===== src/rtl/tick_sched_pkg.sv =====
// Shared definitions for the tick scheduler: divider derivation and channel state encoding.
package tick_sched_pkg;

  typedef enum logic [1:0] {
    CH_IDLE = 2'd0,
    CH_RUN  = 2'd1,
    CH_FIRE = 2'd2
  } ch_state_e;

  function automatic int calc_div(input int clk_hz, input int tick_hz);
    return clk_hz / tick_hz;
  endfunction

  // ceil(log2(div)), never below 1 so the prescaler always has at least one bit
  function automatic int presc_width(input int div);
    int w;
    w = 1;
    while ((64'd1 << w) < 64'(div)) w = w + 1;
    return w;
  endfunction

endpackage


===== src/rtl/tick_channel.sv =====
// One countdown channel: loads a duration in ms, counts shared ticks, pulses done on expiry.
module tick_channel
  import tick_sched_pkg::*;
#(
  parameter int DUR_W = 16
) (
  input  logic             clk_12mhz,
  input  logic             rst_n,
  input  logic             tick,
  input  logic             start,
  input  logic             cancel,
  input  logic [DUR_W-1:0] duration,
  output logic             busy,
  output logic             done
);

  ch_state_e        state_q;
  logic [DUR_W-1:0] remaining_q;
  logic             busy_q;
  logic             done_q;
  logic             accept;

  // Cancel only wins while counting; in IDLE and FIRE a start is always taken.
  assign accept = start && ((state_q != CH_RUN) || !cancel);

  always_ff @(posedge clk_12mhz or negedge rst_n) begin
    if (!rst_n) begin
      state_q     <= CH_IDLE;
      remaining_q <= '0;
      busy_q      <= 1'b0;
      done_q      <= 1'b0;
    end else begin
      done_q <= 1'b0;
      if (accept) begin
        remaining_q <= duration;
        if (duration == '0) begin
          state_q <= CH_FIRE;
          busy_q  <= 1'b0;
          done_q  <= 1'b1;
        end else begin
          state_q <= CH_RUN;
          busy_q  <= 1'b1;
        end
      end else if (state_q == CH_RUN) begin
        if (cancel) begin
          state_q     <= CH_IDLE;
          busy_q      <= 1'b0;
          remaining_q <= '0;
        end else if (tick) begin
          if (remaining_q == DUR_W'(1)) begin
            state_q     <= CH_FIRE;
            busy_q      <= 1'b0;
            done_q      <= 1'b1;
            remaining_q <= '0;
          end else begin
            remaining_q <= remaining_q - 1'b1;
          end
        end
      end else begin
        state_q <= CH_IDLE;
        busy_q  <= 1'b0;
      end
    end
  end

  assign busy = busy_q;
  assign done = done_q;

endmodule


===== src/rtl/tick_scheduler.sv =====
// Shared 1 ms prescaler feeding N_CH independent countdown channels, all on clk_12mhz.
module tick_scheduler
  import tick_sched_pkg::*;
#(
  parameter int CLK_HZ  = 12000000,
  parameter int TICK_HZ = 1000,
  parameter int N_CH    = 4,
  parameter int DUR_W   = 16
) (
  input  logic                  clk_12mhz,
  input  logic                  rst_n,
  input  logic [N_CH-1:0]       start,
  input  logic [N_CH-1:0]       cancel,
  input  logic [N_CH*DUR_W-1:0] duration,
  output logic [N_CH-1:0]       busy,
  output logic [N_CH-1:0]       done,
  output logic                  tick_1ms
);

  localparam int DIV = calc_div(CLK_HZ, TICK_HZ);
  localparam int PW  = presc_width(DIV);
  localparam logic [PW-1:0] LAST = PW'(DIV - 1);

  logic [PW-1:0] cnt_q;
  logic [PW-1:0] cnt_d;
  logic          tick_q;

  assign cnt_d = (cnt_q == LAST) ? '0 : cnt_q + 1'b1;

  // tick is registered from the next count so it is high exactly while cnt_q == DIV-1
  always_ff @(posedge clk_12mhz or negedge rst_n) begin
    if (!rst_n) begin
      cnt_q  <= '0;
      tick_q <= 1'b0;
    end else begin
      cnt_q  <= cnt_d;
      tick_q <= (cnt_d == LAST);
    end
  end

  assign tick_1ms = tick_q;

  for (genvar gi = 0; gi < N_CH; gi++) begin : g_ch
    tick_channel #(
      .DUR_W(DUR_W)
    ) u_ch (
      .clk_12mhz(clk_12mhz),
      .rst_n    (rst_n),
      .tick     (tick_q),
      .start    (start[gi]),
      .cancel   (cancel[gi]),
      .duration (duration[gi*DUR_W +: DUR_W]),
      .busy     (busy[gi]),
      .done     (done[gi])
    );
  end

endmodule


===== config.mk =====
export PLATFORM = sky130hd
export DESIGN_NAME = tick_scheduler
export DESIGN_NICKNAME = d
export VERILOG_FILES = /design/src/rtl/tick_sched_pkg.sv /design/src/rtl/tick_channel.sv /design/src/rtl/tick_scheduler.sv
export SDC_FILE = /design/constraint.sdc
export NUM_CORES = 1
export LEC_CHECK = 0
export ABC_AREA = 1
export CORE_MARGIN = 4
export CORE_UTILIZATION = 61
export CTS_CLUSTER_DIAMETER = 200
export CTS_CLUSTER_SIZE = 24
export DETAILED_ROUTE_END_ITERATION = 8
export GPL_ROUTABILITY_DRIVEN = 0
export PLACE_DENSITY = 0.83
export SYNTH_ARGS = -nofsm -noshare
export SYNTH_HDL_FRONTEND = slang
export SYNTH_SLANG_ARGS = --single-unit

===== constraint.sdc =====
create_clock -name clk_12mhz -period 2.75 [get_ports clk_12mhz]
set_input_delay 0.55 -clock clk_12mhz [delete_from_list [all_inputs] [get_ports clk_12mhz]]
set_output_delay 0.55 -clock clk_12mhz [all_outputs]
set_load 0.1 [all_outputs]

# Word level (Yosys, flattened, before mapping)
# Index checks and enable logic that the tools add are counted.
# classes
n_reduce_logical,32
n_mux,93
add_sub_neg,5
eq_ne,22
# ops
op,n
16-bit two-way mux,20
16-bit by 1-bit == test with 1-bit output (second input constant),4
16-bit logical NOT,4
16-bit by 1-bit subtractor with 16-bit output (second input constant),4
1-bit two-way mux,48
2-bit two-way mux,24
4-bit by 3-bit inequality test with 1-bit output (second input constant),8
14-bit == test (second input constant),2
2-bit AND reduction,8
14-bit by 1-bit adder with 14-bit output (second input constant),1
14-bit two-way mux,1
3-bit nonzero test,4
2-bit by 1-bit == test with 1-bit output (second input constant),4
2-bit by 1-bit inequality test with 1-bit output (second input constant),4
2-bit nonzero test,4
1-bit logical AND,4
1-bit logical NOT,4
1-bit logical OR,4
# totals
wordCells,170
inputBits,74
regBits,95

# Longest topological paths before layout
# Gate-level depths: netlist (run 1).
# logic_depth
ltp_word,6
mapped_depth,12
mapped_depth_nobuf,12

# Hierarchy
# From an unflattened synthesis (run 1), not the netlist that was laid out.
# unflattened
cells_unflattened,1039
area_unflattened_um2,6965.4
# by_module_without_submodules
module,cells_per_inst,area_each_um2,instances
tick_channel,226,1506.4,4
tick_scheduler,135,939.7,1

# Worst setup path after synthesis (run 1)
# OpenSTA, ideal clock, no wires.
# synth_path
path_type,flip-flop to flip-flop
start,"reg tick_q, in the netlist tick_1ms"
end,reg g_ch[3].u_ch.remaining_q[11]
setup_ns,0.123
period_less_slack_ns,1.920
path_slack_ns,0.830
t_arrival_ns,1.797
stages_incl_launch_ff,7
path_cell_list,dfrtp_1 nor2_1 o31ai_1 buf_2 inv_1 o21ai_0 nand2_1
# synth_between
elab_chain_len,2
# synth_lines
item,line_no,source
from (decl),tick_scheduler.sv:26,logic tick_q;
from (signal assigned),tick_scheduler.sv:37,tick_q <= (cnt_d == LAST);
3-bit nonzero test (no source line),--,
2-bit AND reduction (no source line),--,
to (signal assigned),tick_channel.sv:35,remaining_q <= duration;
to (signal assigned),tick_channel.sv:56,remaining_q <= remaining_q - 1'b1;
to (decl),tick_channel.sv:18,logic [DUR_W-1:0] remaining_q;
# Every way passes these cells.
# A chain may end at the register's enable or synchronous reset.

# Worst setup path in the final report (run 1)
# layout_path
start,in cancel[1]
end,reg g_ch[1].u_ch.remaining_q[13]
# layout_between
elab_chain_len,5
# layout_lines
item,line_no,source
from (decl),tick_scheduler.sv:13,"input logic [N_CH-1:0] cancel,"
1-bit logical NOT,tick_channel.sv:24,assign accept = start && ((state_q != CH_RUN) || !cancel);
1-bit logical OR,tick_channel.sv:24,
1-bit logical AND,tick_channel.sv:24,
3-bit nonzero test (no source line) or 2-bit nonzero test (tied branches),--,
2-bit AND reduction (no source line),--,
to (signal assigned),tick_channel.sv:35,
to (signal assigned),tick_channel.sv:56,
to (decl),tick_channel.sv:18,
# Several ways; a longest one is shown, not always the timed one. The select of a mux whose other input is x is not followed.

==> results.md, run 1 <==
* Status: finished, final reports clean
* Worst setup EP type: flip-flop
* GRT overflow at 0
* Mapped Nets at 990
* Final period util at between 70% and 80%
* Clock latency at the later pin of the worst-skew pair at 370 ps
* PortBufs at ~80
* EDFF count, synth at 0
* Clock skew at 13.2 ps
* WP data required at approximately 3100 ps
* Antenna Nets Post-Route at 0
* CTS tree: yes
* Die width at 109 um
* Worst setup SP type: primary input
* Gr usage total at between 20% and 30%
* Tmin final at 2120 ps
* Critical-path maximum fanout at 28
* PD cells at between 400 and 500 nW/um^2
* Vias in the first global route at roughly 5900
* Routed wire length at 15500 um
* DR vias/cell at 5.66
* Top sig layer: met4
* FF+latch count, synth at a little over 90
* Register share of total power at 46.7%
* Syn Area/Cell at 6.88 sq um
* I/O pin cnt at 83
* DR pass1 iterations at 5
* Metal3 WL at 991 um
* Largest net degree at the start of global routing at 51
* Design area at 7310 sq um
* Htree depth at 3
* Number of fill cells at 789
* First-pass GRT wire length at 26400 um
* Post-CTS Resized at 0
* DP Area at between 7000 and 8000 sq um
* Routed WL per cell at about 14 um
* Worst VDD drop at roughly 0.32 mV
* Leakage dissipation at between 3 and 4 nW
* Setup CP Type: primary input to flip-flop
* Synth cell types at 43
* Residual DRC count at 0
* Layout cells sized above 1 at 8.45%
* Fin util at 74.1%
* Setup_tns at 0 ps
* DRT met1 WL at 6310 um
* Routed via count at 6310
* Core footprint at between 9000 and 10000 sq um
* Max transition margin at 29.4%
* Worst-margin pin slew at 1060 ps
* CTS Hold Buffers Added at 0
* Max Fclk at 471 MHz
* Post-synth top flop: dfrtp_1
* Hold Violations, Final at 0
* Ys async rst share at 100%
* # Post-CTS Setup Buffers at 0
* Clock buffer depth at 2
* Max-slew violations at 0
* Initial antenna violation count at 0
* Comb pwr share at 29.8%
* Die Y at between 100 and 150 um
* Num CTS Buffers at 9
* Root Driver: clkbuf_8
* Inst Count DP at roughly 1100
* Sw frac at 36.6%
* Number of inserted diodes at 0
* Hpwl dp at 11600 um
* Site row count at 36
* WL met2 at about 8000 um
* Synth Instances at between 900 and 1000
* Fin cells at between 1000 and 1500
* Initial Utilization at around 63%
* First DRT Iteration DRCs at between 500 and 600
* Internal power at 0.00231 W
* CP arrival at approximately 2400 ps
* Sw power at 0.00133 W
* CTS clock-pin slew for the worst setup and hold paths at about 90 ps
* Layout Nets at 1061
* Final setup fails at 0
* Synth warn at 0
* Clock share of power at 23.5%
* # Max-Cap Violations at 0
* RSZ-0062 raised after global routing: no
* Sequential area share after synthesis at 36.5%
* HP Class: primary input to asynchronous set/reset pin
* Cell Area, Synth at 6240 sq um
* Area of the die at approximately 12000 sq um
* TritonCTS Sinks at 91
* Area delta synth->final at 17.1%
==> cell usage after synthesis (3+ instances only) <==
cell type	number	share of area [%]
nor2_4	8	1.4
nor2_2	16	1.6
buf_4	9	1.1
o22ai_1	9	0.90
dfrtp_1	91	37
xnor2_1	4	0.56
o21ai_1	3	0.24
a211oi_1	10	1.2
nor4_1	17	1.7
o21ai_0	26	2.1
nand4_1	19	1.9
o21bai_1	3	0.36
o32ai_1	4	0.56
nand3_1	47	3.8
nor3_1	7	0.56
inv_2	5	0.30
a31oi_1	38	3.8
a21oi_1	18	1.4
inv_1	108	6.5
nand2_1	253	15
xor2_1	20	2.8
ha_1	10	2.0
buf_2	7	0.56
nand4_2	3	0.60
o2111ai_1	4	0.56
nor2_1	129	7.8
clkbuf_1	13	0.78
nand2_2	7	0.70
==> final timing paths <==
kind | startpoint | end | slack [ps] | cells after the start
min reg2reg | g_ch[2].u_ch.remaining_q[15] | g_ch[2].u_ch.remaining_q[15] | 500 | 2
max | cancel[1] | g_ch[1].u_ch.remaining_q[13] | 630 | 6
max reg2reg | tick_1ms | g_ch[1].u_ch.remaining_q[13] | 690 | 5
max in group asynchronous | rst_n | cnt_q[11] | 1920 | 2
min in group clk_12mhz | g_ch[2].u_ch.remaining_q[15] | g_ch[2].u_ch.remaining_q[15] | 500 | 2
min | rst_n | g_ch[3].u_ch.remaining_q[10] | 170 | 1
==> routing by layer <==
| metal | up-vias | global-route usage (%) |
|---|---|---|
| met5 | - | 0 |
| met3 | 36 | 5.09 |
| met1 | 2956 | 33.5 |
| li1 | 3096 | - |
| met2 | 222 | 47.9 |
| met4 | 0 | 9.56 |
==> power by group through the flow <==
stage               logic (W)  registers (W)  clock network, W
global route          0.00123        0.00172          0.000939
CTS                   0.00108        0.00169          0.000880
floorplan            0.000773        0.00167                 0
detailed placement    0.00107        0.00172                 0
finish                0.00109        0.00170          0.000858
global placement      0.00103        0.00171                 0
==> cells in the final DEF, fill, tap and decap left out, drive strengths merged, types with 17 or more instances in the layout <==
| cell | Yosys | layout |
|---|---|---|
| a31oi | 38 | 38 |
| inv | 113 | 113 |
| o21ai | 29 | 29 |
| dfrtp | 91 | 91 |
| buf | 19 | 20 |
| xor2 | 20 | 20 |
| nand4 | 22 | 22 |
| nand2 | 261 | 261 |
| nor2 | 153 | 153 |
| a21oi | 18 | 18 |
| clkdlybuf4s50 | 0 | 72 |
| nand3 | 49 | 49 |
| nor4 | 17 | 17 |
==> kinds of logic (layout without fill, tap and decap cells) <==
group,count (synthesis),after routing,share of synthesized area [%]
AOI/OAI and AO/OA,119,119,11.7
xor gates and xnor gates,24,24,3.37
buffers and inverters,146,222,9.59
adders and majority gates,10,10,2.01
DFF,91,91,36.5
and+or+nand+nor,516,516,36.8
==> state kept, by name (all words and copies together), names as in the netlist <==
name                   flops
cnt_q                     14
g_ch.u_ch.busy             1
g_ch.u_ch.done             4
g_ch.u_ch.remaining_q     64
g_ch.u_ch.state_q          7
tick_1ms                   1
==> critical path: stages <==
cell             delay (ps)
clkdlybuf4s50_1         490
nor2_1                   80
o21ai_2                 850
buf_4                   280
nor2_1                   50
a21oi_1                 120
==> through the flow <==
stage | setup WS, ps | power (W) | hold slack, ps
after CTS | 682 | 0.00366 | 174
after global placement | 328 | 0.00274 | 466
after detailed placement | 294 | 0.00279 | 469
final | 629 | 0.00364 | 168
after floorplan | 830 | 0.00245 | 254
after global routing | 461 | 0.00389 | 199
==> final cells by class <==
| type | count | area (sq um) | share of cell area, % |
|---|---|---|---|
| Multi-Input combinational cell | 669 | 3370 | 46.1 |
| Clock buffer | 12 | 155 | 2.12 |
| Clock inverter | 4 | 25.0 | 0.343 |
| Inverter | 114 | 428 | 5.86 |
| Timing Repair Buffer | 92 | 883 | 12.1 |
| Sequential cell | 91 | 2280 | 31.2 |
| Tap cell | 133 | 166 | 2.28 |
Note: power is estimated with default switching activity, not from simulation.
==> inputs of run 2 (changes only) <==
CORE_UTILIZATION = 56   (was 61)
PLACE_DENSITY = 0.77   (was 0.83)
clock period = 2.1 ns   (was 2.75 ns; I/O delays follow)
==> run 2 against run 1 <==
Net effect:
- global-route usage fell by 3.1 points
- sequential power rose by 31%
- clock skew fell by 0.73 ps
- sequential cell count did not move
- critical path type is now flip-flop to flip-flop
==> results.md, run 2 (synthesized netlist as in run 1, its figures left out) <==
* GR Util met2 at about 38%
* Final period util at a little under nine tenths
* Top reg by flops: g_ch.u_ch.remaining_q
* WP data required at 2360 ps
* Initial Utilization at between 50% and 60%
* Gr usage total at 24.2%
* Hpwl dp at between 10000 and 15000 um
* Grt met1 use at 34.9%
* Clock latency at the later pin of the worst-skew pair at 380 ps
* GRT overflow at 0
* Antenna Nets Post-Route at 0
* Routed WL per cell at ~14 um
* Worst-margin pin slew at 510 ps
* PortBufs at 82
* Inst Count DP at around 1100
* CTS tree: yes
* Fin cells at 1133
* Leakage dissipation at roughly 3.5 nW
* GR Util met3 at 5.62%
* Num CTS Buffers at 9
* # Post-CTS Setup Buffers at 0
* Core footprint at 10900 sq um
* Number of inserted diodes at 0
* Vias in the first global route at 5565
* Max-slew violations at 0
* Critical-path maximum fanout at 8
* # Max-Cap Violations at 0
* Max FFs per register at between 60 and 70
* Max transition margin at 66.0%
* First DRT Iteration DRCs at ~560
* Clock skew at 12.5 ps
* Residual DRC count at 0
* Hold Violations, Final at 0
* Die Y at 114 um
* Routed via count at 6085
* Largest regs: g_ch.u_ch.remaining_q (64), cnt_q (14), g_ch.u_ch.state_q (7)
* I/O pin cnt at 83
* PD cells at 642 nW/um^2
* TritonCTS Sinks at 91
* DR vias/cell at approximately 5.4
* Largest net degree at the start of global routing at 39
* Design area at 7450 sq um
* Area delta synth->final at 19.5%
* Max Fclk at roughly 560 MHz
* Area of the die at 12900 sq um
* Busiest grt layer: met2
* HP Class: primary input to asynchronous set/reset pin
* Setup CP Type: flip-flop to flip-flop
* Post-CTS Resized at 0
* First-pass GRT wire length at approximately 26000 um
* RSZ-0062 raised after global routing: no
* Site row count at 38
* Root Driver: clkbuf_8
* Clock buffer depth at 2
* Htree depth at 3
* Most frequent cells in the layout: nand2_1 (253), nor2_1 (129), inv_1 (108)
* Die width at around 110 um
* Final setup fails at 0
* Worst setup EP type: flip-flop
* DR pass1 iterations at 5
* Initial antenna violation count at 0
* DP Area at 7280 sq um
* Worst VDD drop at 0.631 mV
* CTS clock-pin slew for the worst setup and hold paths at roughly 90 ps
* Layout Nets at 1072
* Tmin final at 1800 ps
* Layout cells sized above 1 at a little under a tenth
* CTS Hold Buffers Added at 0
* Most common cell after layout, fill and taps aside: nand2_1
* Setup_tns at 0 ps
* Status: finished, final reports clean
* Worst setup SP type: flip-flop
* Routed wire length at 15300 um
* CP arrival at 2060 ps
[run 2: changes by cell type in the layout (fill, tap and decap cells not counted)]
cell	previous run	this run
clkinv_4	0	1
buf_12	1	6
inv_6	0	2
buf_4	19	25
clkbuf_1	1	0
clkbuf_8	11	9
[run 2: where the power goes]
part           switching (W)  internal, W  total, W
Clock               0.000675     0.000436   0.00111
Sequential          0.000246      0.00198   0.00222
Combinational       0.000862     0.000588   0.00145
Total                0.00178      0.00300   0.00478
[run 2: final timing paths]
| check | start | end | slack, ps | depth (start not counted) |
|---|---|---|---|---|
| max | g_ch[0].u_ch.remaining_q[1] | g_ch[0].u_ch.remaining_q[13] | 300 | 9 |
| max in group asynchronous | rst_n | g_ch[2].u_ch.remaining_q[13] | 1440 | 2 |
| min in group clk_12mhz | g_ch[2].u_ch.remaining_q[15] | g_ch[2].u_ch.remaining_q[15] | 490 | 2 |
| min reg2reg | g_ch[2].u_ch.remaining_q[15] | g_ch[2].u_ch.remaining_q[15] | 490 | 2 |
| max reg2reg | g_ch[0].u_ch.remaining_q[1] | g_ch[0].u_ch.remaining_q[13] | 300 | 9 |
| min | rst_n | g_ch[3].u_ch.remaining_q[12] | 2 | 1 |
[run 2: critical path, stage by stage, from the launching register on]
cell,delay [ps]
dfrtp_1,400
inv_1,80
ha_1,140
inv_1,30
nor3_1,260
nand4_2,270
nand2_2,200
nor2_4,80
a21oi_1,160
nor2_1,60
[run 2: per-layer routing]
metal / routed length [um] / vias up / part of all wire [%]
li1: - / 3108 / -
met1: 7330 / 2804 / 48
met2: 7020 / 163 / 46
met3: 858 / 10 / 5.6
met4: 88 / 0 / 0.58
met5: 0 / - / 0
[run 2: cell type report]
| cell class | instances | area (sq um) |
|---|---|---|
| well taps | 140 | 175 |
| multi-input cells | 669 | 3370 |
| flip-flops and latches | 91 | 2280 |
| inverters | 114 | 428 |
| clock inverters | 7 | 51.3 |
| fillers | 968 | 3430 |
| clock buffers | 9 | 124 |
| repair buffers | 103 | 1030 |
[run 2: per-stage QoR]
stage	setup slack [ps]	total power, W	utilization, %	hold WS, ps
after detailed placement	131	0.00369	66.9	423
final	300	0.00478	68.5	1.50
after global routing	146	0.00513	68.5	6.05
after global placement	187	0.00366	66.9	423
after CTS	313	0.00481	68.5	3.59
after floorplan	180	0.00320	-	124
